[config.mk]
export PLATFORM = sky130hd
export DESIGN_NAME = ddr_port_arbiter
export DESIGN_NICKNAME = d
export VERILOG_FILES = /design/src/rtl/ddr_port_arbiter_pkg.sv /design/src/rtl/ddr_port_arbiter_rr_pick.sv /design/src/rtl/ddr_port_arbiter.sv
export SDC_FILE = /design/constraint.sdc
export NUM_CORES = 1
export LEC_CHECK = 0
export BUFFER_PORTS_ARGS = -buffer_cell sky130_fd_sc_hd__buf_2
export CORE_MARGIN = 1
export CORE_UTILIZATION = 53
export DETAILED_ROUTE_END_ITERATION = 10
export PLACE_DENSITY = 0.79
export SLEW_MARGIN = 25
export SYNTH_ARGS = -nofsm -noshare
export SYNTH_HDL_FRONTEND = slang
export SYNTH_SLANG_ARGS = --single-unit
[constraint.sdc]
create_clock -name clk_i -period 2.6 [get_ports clk_i]
set_input_delay 0 -clock clk_i [delete_from_list [all_inputs] [get_ports clk_i]]
set_output_delay 0 -clock clk_i [all_outputs]
set_load 0.05 [all_outputs]
[src/rtl/ddr_port_arbiter_pkg.sv]
`default_nettype none
// ============================================================================
//  ddr_port_arbiter_pkg
//  Shared DDR port types and default arbiter configuration.
//  Revision: 1.0
// ============================================================================
package ddr_port_arbiter_pkg;

    localparam int c_ddr_addr_w         = 32;
    localparam int c_ddr_data_w         = 32;
    localparam int c_ddr_timeout_cycles = 1024;

    typedef logic [c_ddr_addr_w-1:0] ddr_address_t;
    typedef logic [c_ddr_data_w-1:0] ddr_data_t;

    typedef struct packed {
        ddr_address_t addr;
        ddr_data_t    data;
        logic         write;
    } ddr_req_t;

endpackage
`default_nettype wire

[src/rtl/ddr_port_arbiter_rr_pick.sv]
`default_nettype none
// ============================================================================
//  ddr_port_arbiter_rr_pick
//  Combinational round-robin pick: first pending index after the pointer.
//  Revision: 1.0
// ============================================================================
module ddr_port_arbiter_rr_pick #(
    parameter int NUM_REQUESTERS = 2,
    parameter int IDX_W          = 1
) (
    input  logic [NUM_REQUESTERS-1:0] pending_i,
    input  logic [IDX_W-1:0]          pointer_i,
    output logic [IDX_W-1:0]          grant_o,
    output logic                      any_o
);

    logic [IDX_W-1:0] w_idx;

    assign any_o = |pending_i;

    // Scan farthest-first so the nearest pending index after the pointer wins.
    always_comb begin
        grant_o = '0;
        w_idx   = '0;
        for (int k = NUM_REQUESTERS; k >= 1; k--) begin
            w_idx = IDX_W'((int'(pointer_i) + k) % NUM_REQUESTERS);
            if (pending_i[w_idx]) begin
                grant_o = w_idx;
            end
        end
    end

endmodule
`default_nettype wire

[src/rtl/ddr_port_arbiter.sv]
`default_nettype none
// ============================================================================
//  ddr_port_arbiter
//  Round-robin sharing of one DDR port, one buffered request per client and
//  a single outstanding DDR transaction.
//  Revision: 1.0
// ============================================================================
module ddr_port_arbiter
    import ddr_port_arbiter_pkg::*;
#(
    parameter int NUM_REQUESTERS = 2,
    parameter int TIMEOUT_CYCLES = c_ddr_timeout_cycles
) (
    input  logic                               clk_i,
    input  logic                               rst_ni,
    input  logic [NUM_REQUESTERS-1:0]          req_r_en_i,
    input  logic [NUM_REQUESTERS-1:0]          req_w_en_i,
    input  ddr_address_t [NUM_REQUESTERS-1:0]  req_address_i,
    input  ddr_data_t [NUM_REQUESTERS-1:0]     req_w_data_i,
    output logic [NUM_REQUESTERS-1:0]          req_ready_o,
    output ddr_data_t                          rsp_r_data_o,
    output logic [NUM_REQUESTERS-1:0]          rsp_r_valid_o,
    output logic [NUM_REQUESTERS-1:0]          rsp_w_done_o,
    output logic                               ddr_r_en_o,
    output logic                               ddr_w_en_o,
    output ddr_address_t                       ddr_address_o,
    output ddr_data_t                          ddr_w_data_o,
    input  ddr_data_t                          ddr_r_data_i,
    input  logic                               ddr_r_valid_i,
    input  logic                               ddr_w_done_i,
    output logic                               timeout_o,
    output logic                               spurious_o
);

    localparam int c_idx_w = $clog2(NUM_REQUESTERS);
    localparam int c_cnt_w = (TIMEOUT_CYCLES > 1) ? $clog2(TIMEOUT_CYCLES) : 1;
    localparam logic [c_cnt_w-1:0] c_cnt_last = c_cnt_w'(TIMEOUT_CYCLES - 1);

    localparam logic [1:0] c_st_idle  = 2'd0;
    localparam logic [1:0] c_st_issue = 2'd1;
    localparam logic [1:0] c_st_wait  = 2'd2;

    logic [1:0]                r_state;
    logic [1:0]                w_state_nxt;
    logic [NUM_REQUESTERS-1:0] r_pend;
    ddr_req_t [NUM_REQUESTERS-1:0] r_slot;
    logic [c_idx_w-1:0]        r_ptr;
    logic [c_idx_w-1:0]        r_grant;
    logic                      r_op_write;
    ddr_address_t              r_addr;
    ddr_data_t                 r_data;
    logic [c_cnt_w-1:0]        r_cnt;
    logic [NUM_REQUESTERS-1:0] r_rsp_rvalid;
    logic [NUM_REQUESTERS-1:0] r_rsp_wdone;
    ddr_data_t                 r_rsp_data;
    logic                      r_timeout;
    logic                      r_spurious;

    logic [c_idx_w-1:0]        w_pick;
    logic                      w_any;
    logic                      w_load;
    logic                      w_done;
    logic                      w_expire;
    logic                      w_match;
    logic                      w_spur;
    logic [NUM_REQUESTERS-1:0] w_release;

    ddr_port_arbiter_rr_pick #(
        .NUM_REQUESTERS (NUM_REQUESTERS),
        .IDX_W          (c_idx_w)
    ) u_rr_pick (
        .pending_i (r_pend),
        .pointer_i (r_ptr),
        .grant_o   (w_pick),
        .any_o     (w_any)
    );

    // Pulses arriving while a slot is occupied are dropped; r+w together acts as a write.
    always_ff @(posedge clk_i or negedge rst_ni) begin
        if (!rst_ni) begin
            r_pend <= '0;
            r_slot <= '0;
        end else begin
            for (int i = 0; i < NUM_REQUESTERS; i++) begin
                if (w_release[i]) begin
                    r_pend[i] <= 1'b0;
                end else if (!r_pend[i] && (req_r_en_i[i] || req_w_en_i[i])) begin
                    r_pend[i]       <= 1'b1;
                    r_slot[i].addr  <= req_address_i[i];
                    r_slot[i].data  <= req_w_data_i[i];
                    r_slot[i].write <= req_w_en_i[i];
                end
            end
        end
    end

    assign w_match = r_op_write ? ddr_w_done_i : ddr_r_valid_i;
    assign w_spur  = (r_state != c_st_wait) ? (ddr_r_valid_i | ddr_w_done_i)
                                            : (r_op_write ? ddr_r_valid_i : ddr_w_done_i);

    always_comb begin
        w_state_nxt = r_state;
        w_load      = 1'b0;
        w_done      = 1'b0;
        w_expire    = 1'b0;
        w_release   = '0;
        case (r_state)
            c_st_idle: begin
                if (w_any) begin
                    w_load      = 1'b1;
                    w_state_nxt = c_st_issue;
                end
            end
            c_st_issue: begin
                w_state_nxt = c_st_wait;
            end
            c_st_wait: begin
                // A completion landing on the last counted cycle still wins.
                if (w_match) begin
                    w_done      = 1'b1;
                    w_state_nxt = c_st_idle;
                end else if (r_cnt == c_cnt_last) begin
                    w_expire    = 1'b1;
                    w_state_nxt = c_st_idle;
                end
            end
            default: begin
                w_state_nxt = c_st_idle;
            end
        endcase
        w_release[r_grant] = w_done | w_expire;
    end

    always_ff @(posedge clk_i or negedge rst_ni) begin
        if (!rst_ni) begin
            r_state      <= c_st_idle;
            r_ptr        <= c_idx_w'(NUM_REQUESTERS - 1);
            r_grant      <= '0;
            r_op_write   <= 1'b0;
            r_addr       <= '0;
            r_data       <= '0;
            r_cnt        <= '0;
            r_rsp_rvalid <= '0;
            r_rsp_wdone  <= '0;
            r_rsp_data   <= '0;
            r_timeout    <= 1'b0;
            r_spurious   <= 1'b0;
        end else begin
            r_state      <= w_state_nxt;
            r_rsp_rvalid <= '0;
            r_rsp_wdone  <= '0;
            if (w_load) begin
                r_grant    <= w_pick;
                r_ptr      <= w_pick;
                r_op_write <= r_slot[w_pick].write;
                r_addr     <= r_slot[w_pick].addr;
                r_data     <= r_slot[w_pick].data;
            end
            if (r_state == c_st_issue) begin
                r_cnt <= '0;
            end else if (r_state == c_st_wait) begin
                r_cnt <= r_cnt + 1'b1;
            end
            if (w_done) begin
                if (r_op_write) begin
                    r_rsp_wdone[r_grant] <= 1'b1;
                end else begin
                    r_rsp_rvalid[r_grant] <= 1'b1;
                    r_rsp_data            <= ddr_r_data_i;
                end
            end
            if (w_expire) begin
                r_timeout <= 1'b1;
            end
            if (w_spur) begin
                r_spurious <= 1'b1;
            end
        end
    end

    assign req_ready_o   = ~r_pend;
    assign rsp_r_data_o  = r_rsp_data;
    assign rsp_r_valid_o = r_rsp_rvalid;
    assign rsp_w_done_o  = r_rsp_wdone;
    assign ddr_r_en_o    = (r_state == c_st_issue) && !r_op_write;
    assign ddr_w_en_o    = (r_state == c_st_issue) && r_op_write;
    assign ddr_address_o = r_addr;
    assign ddr_w_data_o  = r_data;
    assign timeout_o     = r_timeout;
    assign spurious_o    = r_spurious;

endmodule
`default_nettype wire
==> qor.yml <==
outcome: "finished clean"
seq_area_um2: 6230
finalCriticalPeriod_ns: 2.33
fin_area_um2: 14700
max_freq_ghz: 0.429
cts.sink_count: 249
syn_nets: 906
start_util: 0.542
wl_per_cell_um: 18.6
finClkSkew_ns: 0.0164
setup_tns_ns: 0
drc: 0
drt_iter0_drc: 250
hold_violations: 0
cp_max_fo: 43
r2r_start: "r_op_write"
drive_gt1_frac: 0.415
arrival_ns: 2.72
relSlewSlack: 0.517
die_w_um: 143
portBuffers: 273
hold_ws_ns: 0.0322
antenna_found_initial: 0
root_buffer: "clkbuf_16"
h-tree-depth: 1
fin_crit_sh: 0.896
die_area_um2: 20500
cp-start-kind: "flop"
critical_path.endpoint_type: "flop"
vdd_drop_max_v: 0.00100
finalNetCount: 1347
multi_input_area_um2: 4000
r2r-end: "r_slot[105]"
path_class: "reg2reg"
dp_hpwl_um: 15200
total_power_mw: 19.6
placed_cells: 1244
slew_viol_final: 0
post_drt_via_cell_ratio: 5.19
leakage_nw: 7.08
syn_area_per_cell_um2: 14.4
reg2reg_slack_ns: 0.27
grt_usage: 0.266
place_congestion: 0.791
seq_area_frac_synth: 0.589
io_pins: 274
path_clk_slew_ns: 0.06
fin_cells: 1457
setup_viol: 0
fp.dieH_um: 143
ys_ff_latch: 249
clk_latency_ns: 0.52
post-cts-setup-buffers: 0
ant_nets: 0
netlist_area_um2: 10600
synthCells: 734
ys_warn_count: 0
syn_to_final_growth_pct: 39.2
fill_cells: 1188
core_um2: 19500
rr_worst_depth: 5
drt_wl_total_um: 27100
cap_violations: 0
power.density_nw_per_um2: 1330
cp_data_required_time_ns: 2.99
grt-ovfl-total: 0
grt_max_degree: 84
rsz0062_at_grt: "no"
post_dp_cell_area_um2: 12200
first_pass_iters: 4
cts_inserted_buffers: 26
vias: 7565
cts_buffer_depth: 3
hp-class: "in2async"
antenna_cells: 0
rows: 51
worstMarginPinSlew_ns: 0.721
grt_pass1_vias: 8213
cts_tree: "yes"
yosysUniqueCellTypes: 38
grt_first_pass_wirelength_um: 42400
-- flip-flops by register name, summed over array words and instances, names as in the netlist --
signal	cells
ddr_address_o	32
r_grant	1
timeout_o	1
rsp_r_valid_o	2
r_state	2
r_op_write	1
spurious_o	1
rsp_r_data_o	32
r_pend	2
r_ptr	1
rsp_w_done_o	2
r_slot	130
ddr_w_data_o	32
r_cnt	10
-- metal layers --
layer  track usage  wire (µm)  vias up
met2         0.464      13700      279
met5             0          0        -
met3        0.0537       1450       81
met4         0.109       1100        0
met1         0.322      10900     3765
li1              -          -     3440
-- worst max-delay path by stage --
stage               slack (ns)     endpoint        from
floorplan                 0.65    r_slot[0]    r_cnt[0]
global placement          0.39  r_slot[108]  r_op_write
detailed placement        0.33   r_slot[93]  r_op_write
CTS                       0.30   r_slot[92]  r_op_write
global route              0.21   r_slot[10]  r_op_write
finish                    0.27  r_slot[105]  r_op_write
-- logic make-up after synthesis --
group	Yosys count	synth area share
buf+inv	54	0.0371
flops	249	0.589
simple gates	100	0.0412
fa+ha+maj	4	0.00473
mux	231	0.275
compound gates	93	0.0506
xor+xnor	3	0.00248
-- cell type report --
type / count / area share
clock buffer: 43 / 0.0547
multi-input combinational: 431 / 0.271
inverter: 12 / 0.00306
clock inverter: 2 / 0.00238
sequential: 249 / 0.423
tap: 265 / 0.0225
timing repair buffer: 455 / 0.223
-- synth_stat cells --
| library cell | number | area, µm² |
|---|---|---|
| nand2_1 | 68 | 255 |
| a32oi_1 | 2 | 17.5 |
| buf_2 | 10 | 50.1 |
| o21ai_0 | 68 | 340 |
| inv_1 | 12 | 45.0 |
| buf_6 | 2 | 22.5 |
| xnor2_1 | 3 | 26.3 |
| nor4_1 | 2 | 12.5 |
| nand3b_1 | 2 | 15.0 |
| o21bai_1 | 1 | 7.51 |
| o22ai_1 | 4 | 25.0 |
| mux2_4 | 100 | 1500 |
| nor2_1 | 11 | 41.3 |
| a31oi_1 | 1 | 6.26 |
| nor3b_1 | 2 | 15.0 |
| clkbuf_1 | 19 | 71.3 |
| mux2_2 | 63 | 709 |
| o31ai_4 | 1 | 21.3 |
| buf_12 | 10 | 200 |
| a31o_2 | 1 | 8.76 |
| and2_1 | 1 | 6.26 |
| o2bb2ai_1 | 1 | 8.76 |
| nand4_4 | 1 | 21.3 |
| a311oi_2 | 2 | 30.0 |
| o21a_1 | 1 | 7.51 |
| ha_1 | 4 | 50.1 |
| nand3_1 | 8 | 40.0 |
| o21ai_1 | 1 | 5.00 |
| dfstp_2 | 1 | 26.3 |
| a22o_1 | 2 | 17.5 |
| dfrtp_1 | 248 | 6210 |
| nand2b_1 | 1 | 6.26 |
| buf_1 | 1 | 3.75 |
| a21oi_1 | 8 | 40.0 |
| nor2b_1 | 2 | 12.5 |
| mux2i_4 | 1 | 22.5 |
| mux2i_1 | 67 | 671 |
| nor3_1 | 2 | 10.0 |
-- through the flow --
step	utilization	worst slack (ns)
2_1_floorplan	-	0.645
3_3_place_gp	0.625	0.393
3_5_place_dp	0.625	0.328
4_1_cts	0.754	0.296
5_1_grt	0.754	0.213
6_report	0.754	0.271
-- power breakdown --
group / total [mW] / internal (mW) / switching, mW
sequential: 6.96 / 5.78 / 1.18
clock: 3.65 / 2.19 / 1.46
combinational: 9.03 / 3.59 / 5.44
total: 19.6 / 11.6 / 8.08
-- repair_timing --
action / 4_1_cts / 5_1_grt
hold endpoints to repair: 379 / 0
hold buffers: 168 / 0
resized for setup: 0 / 0
-- critical path, cell delays in order (launching register included) --
cell and delay (ns):
dfrtp_1 0.51, mux2i_4 0.34, o31ai_4 0.15, a311oi_4 0.43, buf_12 0.36, mux2_4 0.34
-- layout by cell type (no fill, tap or decap), drive strengths merged, types with 2 or more instances in the layout --
master         n
clkbuf        43
dfrtp        248
mux2         163
xnor2          3
nor4           2
a21oi          8
a32oi          2
nor3           2
ha             4
nor3b          2
a22o           2
nor2          11
nand3          8
a311oi         2
o22ai          4
inv           12
nand3b         2
nand2         68
o21ai         69
dlygate4sd3  168
mux2i         68
buf          287
nor2b          2
(Power assumes the default switching activity.)
